File: src/rtl/rv_pkg.sv
// Shared definitions for the multi-cycle RV32I-subset core:
// opcode/funct constants, the EBREAK encoding, FSM states and ALU operations.
package rv_pkg;

  localparam logic [6:0] OP_IMM = 7'b0010011;
  localparam logic [6:0] OP     = 7'b0110011;
  localparam logic [6:0] SYSTEM = 7'b1110011;

  localparam logic [2:0] F3_ADD  = 3'b000;
  localparam logic [2:0] F3_SLL  = 3'b001;
  localparam logic [2:0] F3_SLT  = 3'b010;
  localparam logic [2:0] F3_SLTU = 3'b011;
  localparam logic [2:0] F3_XOR  = 3'b100;
  localparam logic [2:0] F3_SRL  = 3'b101;
  localparam logic [2:0] F3_OR   = 3'b110;
  localparam logic [2:0] F3_AND  = 3'b111;

  localparam logic [6:0] F7_BASE = 7'b0000000;
  localparam logic [6:0] F7_ALT  = 7'b0100000;

  localparam logic [31:0] EBREAK_INSN = 32'h0010_0073;

  typedef enum logic [2:0] {
    S_FETCH,
    S_DECODE,
    S_EXECUTE,
    S_WRITEBACK,
    S_HALT
  } state_e;

  typedef enum logic [3:0] {
    ALU_ADD,
    ALU_SUB,
    ALU_SLT,
    ALU_SLTU,
    ALU_XOR,
    ALU_OR,
    ALU_AND,
    ALU_SLL,
    ALU_SRL,
    ALU_SRA
  } alu_op_e;

endpackage

File: src/rtl/rv_multicycle_core_if.sv
// Core-side bus: instruction memory port plus the retire report.
// The master side is the core; the slave side is memory / the wrapper.
interface rv_multicycle_core_if #(
  parameter int AW   = 6,
  parameter int XLEN = 32
);
  logic [AW-1:0]   imem_addr;
  logic [31:0]     imem_rdata;
  logic            retire_valid;
  logic [4:0]      retire_rd;
  logic [XLEN-1:0] retire_data;

  modport master (
    output imem_addr,
    input  imem_rdata,
    output retire_valid,
    output retire_rd,
    output retire_data
  );

  modport slave (
    input  imem_addr,
    output imem_rdata,
    input  retire_valid,
    input  retire_rd,
    input  retire_data
  );
endinterface

File: src/rtl/rv_alu.sv
// Combinational integer ALU. Shift amount is the low $clog2(XLEN) bits of b.
module rv_alu
  import rv_pkg::*;
#(
  parameter int XLEN = 32
) (
  input  alu_op_e         op,
  input  logic [XLEN-1:0] a,
  input  logic [XLEN-1:0] b,
  output logic [XLEN-1:0] result
);

  localparam int SW = $clog2(XLEN);

  logic [SW-1:0] shamt;
  assign shamt = b[SW-1:0];

  // Select the operation; comparisons produce a zero-extended single bit.
  always_comb begin
    result = '0;
    case (op)
      ALU_ADD:  result = a + b;
      ALU_SUB:  result = a - b;
      ALU_SLT:  result = {{(XLEN-1){1'b0}}, ($signed(a) < $signed(b))};
      ALU_SLTU: result = {{(XLEN-1){1'b0}}, (a < b)};
      ALU_XOR:  result = a ^ b;
      ALU_OR:   result = a | b;
      ALU_AND:  result = a & b;
      ALU_SLL:  result = a << shamt;
      ALU_SRL:  result = a >> shamt;
      ALU_SRA:  result = $unsigned($signed(a) >>> shamt);
      default:  result = '0;
    endcase
  end

endmodule

File: src/rtl/rv_multicycle_core.sv
// Multi-cycle RV32I-subset core: FETCH -> DECODE -> EXECUTE -> WRITEBACK,
// with a sticky HALT on EBREAK or an illegal instruction.
// Optional feature macro: RV_SHIFT_EN enables SLLI/SRLI/SRAI/SLL/SRL/SRA;
// without it every shift encoding is treated as illegal.
module rv_multicycle_core
  import rv_pkg::*;
#(
  parameter int          XLEN       = 32,
  parameter int          NUM_REGS   = 32,
  parameter int          IMEM_DEPTH = 64,
  parameter int unsigned RESET_PC   = 0
) (
  input  logic                 clk,
  input  logic                 rst,
  rv_multicycle_core_if.master bus,
  output logic [XLEN-1:0]      pc,
  output logic                 halted,
  output logic                 illegal
);

  localparam int AW = $clog2(IMEM_DEPTH);
  localparam int RW = $clog2(NUM_REGS);

  state_e state, state_next;

  logic [XLEN-1:0] rf [NUM_REGS];

  logic [4:0]      rd_q;
  alu_op_e         alu_op_q;
  logic [XLEN-1:0] op_a_q;
  logic [XLEN-1:0] op_b_q;
  logic [XLEN-1:0] alu_q;
  logic [XLEN-1:0] alu_result;
  logic            illegal_q;

  logic [6:0] opcode;
  logic [4:0] rd;
  logic [2:0] funct3;
  logic [4:0] rs1;
  logic [4:0] rs2;
  logic [6:0] funct7;

  logic [XLEN-1:0] imm_sext;
  logic [XLEN-1:0] rs1_val;
  logic [XLEN-1:0] rs2_val;

  alu_op_e dec_op;
  logic    dec_legal;
  logic    dec_ebreak;
  logic    dec_use_rs2;

  function automatic logic reg_ok(input logic [4:0] r);
    return {27'd0, r} < 32'(NUM_REGS);
  endfunction

  assign opcode   = bus.imem_rdata[6:0];
  assign rd       = bus.imem_rdata[11:7];
  assign funct3   = bus.imem_rdata[14:12];
  assign rs1      = bus.imem_rdata[19:15];
  assign rs2      = bus.imem_rdata[24:20];
  assign funct7   = bus.imem_rdata[31:25];
  assign imm_sext = {{(XLEN-12){bus.imem_rdata[31]}}, bus.imem_rdata[31:20]};

  assign bus.imem_addr = pc[AW+1:2];
  assign illegal       = illegal_q;

  // Register-file read ports; x0 and out-of-range indices read as zero.
  always_comb begin
    rs1_val = '0;
    rs2_val = '0;
    if (rs1 != 5'd0 && reg_ok(rs1)) rs1_val = rf[rs1[RW-1:0]];
    if (rs2 != 5'd0 && reg_ok(rs2)) rs2_val = rf[rs2[RW-1:0]];
  end

  // Classify the fetched word into an ALU operation and a legality verdict.
  always_comb begin
    dec_op      = ALU_ADD;
    dec_legal   = 1'b0;
    dec_ebreak  = 1'b0;
    dec_use_rs2 = 1'b0;
    if (bus.imem_rdata == EBREAK_INSN) begin
      dec_ebreak = 1'b1;
    end else if (opcode == OP_IMM) begin
      dec_legal = reg_ok(rd) && reg_ok(rs1);
      case (funct3)
        F3_ADD:  dec_op = ALU_ADD;
        F3_SLT:  dec_op = ALU_SLT;
        F3_SLTU: dec_op = ALU_SLTU;
        F3_XOR:  dec_op = ALU_XOR;
        F3_OR:   dec_op = ALU_OR;
        F3_AND:  dec_op = ALU_AND;
`ifdef RV_SHIFT_EN
        F3_SLL: begin
          dec_op = ALU_SLL;
          if (funct7 != F7_BASE) dec_legal = 1'b0;
        end
        F3_SRL: begin
          if (funct7 == F7_BASE)     dec_op = ALU_SRL;
          else if (funct7 == F7_ALT) dec_op = ALU_SRA;
          else                       dec_legal = 1'b0;
        end
`endif
        default: dec_legal = 1'b0;
      endcase
    end else if (opcode == OP) begin
      dec_use_rs2 = 1'b1;
      dec_legal   = reg_ok(rd) && reg_ok(rs1) && reg_ok(rs2);
      if (funct7 == F7_BASE) begin
        case (funct3)
          F3_ADD:  dec_op = ALU_ADD;
          F3_SLT:  dec_op = ALU_SLT;
          F3_SLTU: dec_op = ALU_SLTU;
          F3_XOR:  dec_op = ALU_XOR;
          F3_OR:   dec_op = ALU_OR;
          F3_AND:  dec_op = ALU_AND;
`ifdef RV_SHIFT_EN
          F3_SLL:  dec_op = ALU_SLL;
          F3_SRL:  dec_op = ALU_SRL;
`endif
          default: dec_legal = 1'b0;
        endcase
      end else if (funct7 == F7_ALT) begin
        case (funct3)
          F3_ADD:  dec_op = ALU_SUB;
`ifdef RV_SHIFT_EN
          F3_SRL:  dec_op = ALU_SRA;
`endif
          default: dec_legal = 1'b0;
        endcase
      end else begin
        dec_legal = 1'b0;
      end
    end
  end

  rv_alu #(.XLEN(XLEN)) u_alu (
    .op     (alu_op_q),
    .a      (op_a_q),
    .b      (op_b_q),
    .result (alu_result)
  );

  // State register; reset aborts any in-flight instruction.
  always_ff @(posedge clk or posedge rst) begin
    if (rst) state <= S_FETCH;
    else     state <= state_next;
  end

  // Sequencing plus the retire report and halt status for the current state.
  always_comb begin
    state_next       = state;
    bus.retire_valid = 1'b0;
    bus.retire_rd    = 5'd0;
    bus.retire_data  = '0;
    halted           = 1'b0;
    case (state)
      S_FETCH:     state_next = S_DECODE;
      S_DECODE:    state_next = (dec_ebreak || !dec_legal) ? S_HALT : S_EXECUTE;
      S_EXECUTE:   state_next = S_WRITEBACK;
      S_WRITEBACK: begin
        state_next       = S_FETCH;
        bus.retire_valid = 1'b1;
        bus.retire_rd    = rd_q;
        bus.retire_data  = (rd_q == 5'd0) ? '0 : alu_q;
      end
      S_HALT: begin
        state_next = S_HALT;
        halted     = 1'b1;
      end
      default:     state_next = S_FETCH;
    endcase
  end

  // Datapath: operand capture, ALU result latch, register write and pc step.
  always_ff @(posedge clk or posedge rst) begin
    if (rst) begin
      pc        <= XLEN'(RESET_PC);
      rd_q      <= 5'd0;
      alu_op_q  <= ALU_ADD;
      op_a_q    <= '0;
      op_b_q    <= '0;
      alu_q     <= '0;
      illegal_q <= 1'b0;
      for (int i = 0; i < NUM_REGS; i++) rf[i] <= '0;
    end else begin
      case (state)
        S_DECODE: begin
          if (!dec_ebreak && !dec_legal) begin
            illegal_q <= 1'b1;
          end else if (!dec_ebreak) begin
            rd_q     <= rd;
            alu_op_q <= dec_op;
            op_a_q   <= rs1_val;
            op_b_q   <= dec_use_rs2 ? rs2_val : imm_sext;
          end
        end
        S_EXECUTE: alu_q <= alu_result;
        S_WRITEBACK: begin
          if (rd_q != 5'd0) rf[rd_q[RW-1:0]] <= alu_q;
          pc <= pc + XLEN'(4);
        end
        default: ;
      endcase
    end
  end

endmodule

File: src/flat_wrapper.sv
// flat-port wrapper written by rule: the top's interface ports become plain ports
module rv_multicycle_core_flat import rv_pkg::*;
#(
  parameter int          XLEN       = 32,
  parameter int          NUM_REGS   = 32,
  parameter int          IMEM_DEPTH = 64,
  parameter int unsigned RESET_PC   = 0
)
  (clk, rst, pc, halted, illegal, bus_imem_addr, bus_imem_rdata, bus_retire_valid, bus_retire_rd, bus_retire_data);
  rv_multicycle_core_if #(.AW(6), .XLEN(XLEN)) bus_i ();
  input  logic clk;
  input  logic rst;
  output logic [XLEN-1:0] pc;
  output logic halted;
  output logic illegal;
  output wire logic [$bits(bus_i.imem_addr)-1:0] bus_imem_addr;
  input wire logic [$bits(bus_i.imem_rdata)-1:0] bus_imem_rdata;
  output wire logic [$bits(bus_i.retire_valid)-1:0] bus_retire_valid;
  output wire logic [$bits(bus_i.retire_rd)-1:0] bus_retire_rd;
  output wire logic [$bits(bus_i.retire_data)-1:0] bus_retire_data;
  assign bus_imem_addr = bus_i.imem_addr;
  assign bus_i.imem_rdata = bus_imem_rdata;
  assign bus_retire_valid = bus_i.retire_valid;
  assign bus_retire_rd = bus_i.retire_rd;
  assign bus_retire_data = bus_i.retire_data;
  rv_multicycle_core #(.XLEN(XLEN), .NUM_REGS(NUM_REGS), .IMEM_DEPTH(IMEM_DEPTH), .RESET_PC(RESET_PC)) u_core (.clk(clk), .rst(rst), .bus(bus_i), .pc(pc), .halted(halted), .illegal(illegal));
endmodule
File: config.mk
export PLATFORM = sky130hd
export DESIGN_NAME = rv_multicycle_core_flat
export DESIGN_NICKNAME = d
export VERILOG_FILES = /design/src/rtl/rv_pkg.sv /design/src/rtl/rv_multicycle_core_if.sv /design/src/rtl/rv_alu.sv /design/src/rtl/rv_multicycle_core.sv /design/src/flat_wrapper.sv
export SDC_FILE = /design/constraint.sdc
export NUM_CORES = 2
export LEC_CHECK = 0
export BUFFER_PORTS_ARGS = -buffer_cell sky130_fd_sc_hd__buf_4
export CORE_AREA = 2 2 350 387
export CTS_BUF_LIST = sky130_fd_sc_hd__clkbuf_8
export DETAILED_ROUTE_END_ITERATION = 10
export DIE_AREA = 0 0 352 389
export GPL_TIMING_DRIVEN = 0
export PLACE_DENSITY = 0.68
export SLEW_MARGIN = 10
export SYNTH_ARGS = -nofsm -noshare
export SYNTH_HDL_FRONTEND = slang
export SYNTH_SLANG_ARGS = --single-unit
export TNS_END_PERCENT = 5
File: constraint.sdc
create_clock -name clk -period 39.6 [get_ports clk]
set_input_delay 7.92 -clock clk [delete_from_list [all_inputs] [get_ports clk]]
set_output_delay 7.92 -clock clk [all_outputs]
set_load 0.02 [all_outputs]
==> flow_summary.yaml <==
status:
  status: "finished, violations left"
  violations: "max-capacitance violations, max-slew violations"
timing:
  rsz0062_at_grt: "no"
  timing.fmax_mhz: 83.30
  finalSetupViolations: 0
  drv_slew: 11
  min_period_ns: 12.01
  worst_pin_slew_ns: 1.532
  setup_slack_ns: 27.59
  hold_violations: 0
  post-route-period-util_pct: 30.32
  finalSetupTns_ns: 0
  clock_skew_ns: 0.05681
  slew_headroom_pct: -2.103
setup_path:
  cp_cell_sequence: "and3b_1 -> o31a_1 -> clkbuf_1 -> and2_1 -> buf_4"
  rr_startpoint: "u_core.op_b_q[2]"
  r2r_end: "u_core.alu_q[15]"
  critical_path_class: "flop to output port"
  path_max_fanout: 10
  rrSetupSlack_ns: 33.99
  worstSetupStartpointType: "flop"
  arrival_ns: 4.09
  cpPeakStageDelay_ns: 0.99
  crit_required_ns: 31.68
  cp-end-kind: "output port"
  cp_slowest_cell: "o31a_1"
  reg2regPathDepth: 13
power_and_ir_drop:
  ir_drop_uv: 38.27
  swShare_pct: 30.61
  combPwrFrac_pct: 16.0
  powerDensity_nw_per_um2: 38.36
  switchingPower_uw: 871.5
  clkPwrFrac_pct: 41.2
  p_leak_nw: 34.23
  power.internal_mw: 1.976
  power_frac_seq_pct: 42.8
die:
  dieArea_um2: 136900
  die_w_um: 352
  floorplan.core_area_um2: 133200
  num_rows: 141
  die_h_um: 389
  initial_core_util_pct: 49.61
  io_pins: 112
cells_and_area:
  fillerInstances: 11000
  drive_gt1_share_pct: 42.85
  layout_common_cells: "dfrtp_1, mux2_2, mux4_2"
  layoutNonFillerInstCount: 7008
  layout.nets: 5200
  layout_commonest_cell: "dfrtp_1"
  syn_to_final_growth_pct: 12.33
hold_path:
  min_path_cells: 1
  worstHoldEndpoint: "u_core.illegal"
  hp-start: "u_core.illegal"
  hold_path_class: "flop to flop"
place:
  post-dp-hpwl_mm: 180.2
  globalplace.congestion: 1.025
  io_buffers: 103
  place_inst: 6648
  dp_slack_ns: 27.39
drt:
  drtIter0Drc: 6300
  finalWirelength_mm: 254.9
  drc_errors: 0
  viasPerCell: 6.892
  wl_per_cell_um: 36.37
  ant_nets: 0
  drt_pass1_iterations: 8
  dr_total_vias: 48300
synthesis:
  netlist_instances: 4718
  ys.flop_type: "dfrtp_1"
  ys_types: 88
  synthArstFlopShare_pct: 100.0
  synthSimpleGateAreaFrac_pct: 3.929
  synth_edf_count: 0
  synthesis.area_um2: 66070
  avgSynthCellArea_um2: 14.00
  synth_warnings: 0
  synth_mux_area_share_pct: 40.94
  synth_compound_area_share_pct: 4.941
  seq_area_frac_synth_pct: 44.01
  synthAdderAreaFrac_pct: 2.049
  synth_seq_cells: 1162
  synth_top_family_by_area: "multiplexers"
  synth_xor_area_share_pct: 0.6230
global_route:
  grt_usage_pct: 37.28
  grt_pass1_wl_mm: 359.2
  grt_max_degree: 39
  grt_pass1_vias: 48160
  grt_overflow: 0
  antenna_found_initial: 17
clock_tree:
  post_cts_buffers: 0
  clock-root-buffer: "clkbuf_8"
  cts_made_buffers: 194
  htreeDepth: 4
  post_cts_resized: 0
  insertion_delay_ns: 0.98
  clkSlewWorstSetupHoldPaths_ns: 0.06
  cts_hold_buf: 0
  cts_buffer_depth: 3
  cts_tree: "done"
  clock-sinks: 1162
flow_run:
  max-cap-violations: 1
worst max path at each step:
stage | from | endpoint | slack, ns | cells past startpoint
floorplan | rst | u_core.alu_op_q[0] | 15.64 | 1
global placement | rst | u_core.rf[279] | 8.69 | 2
detailed placement | bus_imem_rdata[21] | u_core.op_b_q[15] | 27.39 | 9
CTS | u_core.state[1] | bus_retire_data[29] | 27.71 | 5
global route | u_core.state[1] | bus_retire_data[29] | 27.63 | 5
finish | u_core.state[1] | bus_retire_data[29] | 27.59 | 5
through the flow:
stage	total power, mW	hold slack [ns]	area, µm²	util, %
2_1_floorplan	1.508	0.4413	66080	-
3_3_place_gp	1.674	0.4489	69090	51.87
3_5_place_dp	1.677	0.4573	69910	52.49
4_1_cts	2.833	0.4701	74160	55.68
5_1_grt	2.927	0.4935	74210	55.72
6_report	2.847	0.4653	74220	55.72
state kept, by name (all words and copies together) (netlist names):
name / cells
u_core.illegal: 1
u_core.op_a_q: 32
u_core.rf: 1024
u_core.rd_q: 5
u_core.pc: 30
u_core.alu_q: 32
u_core.alu_op_q: 3
u_core.state: 3
u_core.op_b_q: 32
synth_stat cells, types with 16 or more instances:
library cell,number,area [µm²]
a211oi_1,26,195.2
a21o_1,16,120.1
a21oi_1,135,675.7
a31oi_1,18,112.6
and2_1,45,281.5
buf_1,91,341.6
buf_2,33,165.2
clkbuf_1,345,1295
dfrtp_1,1162,29080
ha_1,105,1314
inv_1,102,382.9
mux2_2,1004,11310
mux2i_1,95,950.9
mux4_2,657,14800
nand2_1,172,645.6
nand3_1,32,160.2
nor2_1,183,686.9
nor3_1,27,135.1
o211ai_1,17,127.6
o21ai_0,105,525.5
o22ai_1,38,237.7
xnor2_1,35,306.5
per-layer routing:
metal  global-route usage, %  part of all wire, %  vias up
met5                  0.4561                0.068        -
met4                   22.60                  7.1       14
met3                   13.07                   11      937
met2                   54.75                   44     3155
met1                   47.63                   37    25490
li1                        -                    -    18700
worst max-delay path: cells and delay by family, from the launching register on:
kind            cells  cell delay [ns]
buf+inv             2             0.86
flops               1             0.56
compound gates      1             0.99
simple gates        2             0.72
kinds of logic (layout without fill, tap and decap cells):
logic type / count (synthesis) / after routing
simple gates: 559 / 559
xor+xnor: 47 / 47
fa+ha+maj: 107 / 107
other cells: 1 / 7
buf+inv: 590 / 1087
compound gates: 496 / 496
mux: 1756 / 1756
flops: 1162 / 1162
power groups by stage:
stage / logic, mW / clock network, mW / registers, mW
after floorplan: 0.276 / 0 / 1.23
after global placement: 0.429 / 0 / 1.24
after detailed placement: 0.437 / 0 / 1.24
after CTS: 0.440 / 1.18 / 1.22
after global routing: 0.476 / 1.23 / 1.22
final: 0.455 / 1.17 / 1.22
final cells by class:
class	count	area (µm²)	area share [%]
Antenna cell	5	12.51	0.01686
Buffer	484	1973	2.659
Clock buffer	262	3606	4.858
Clock inverter	91	640.6	0.8631
Inverter	106	401.6	0.5411
Multi-Input combinational cell	2967	34700	46.76
Sequential cell	1162	29080	39.18
Tap cell	1787	2236	3.013
Timing Repair Buffer	144	1569	2.114
(Power assumes the default switching activity.)
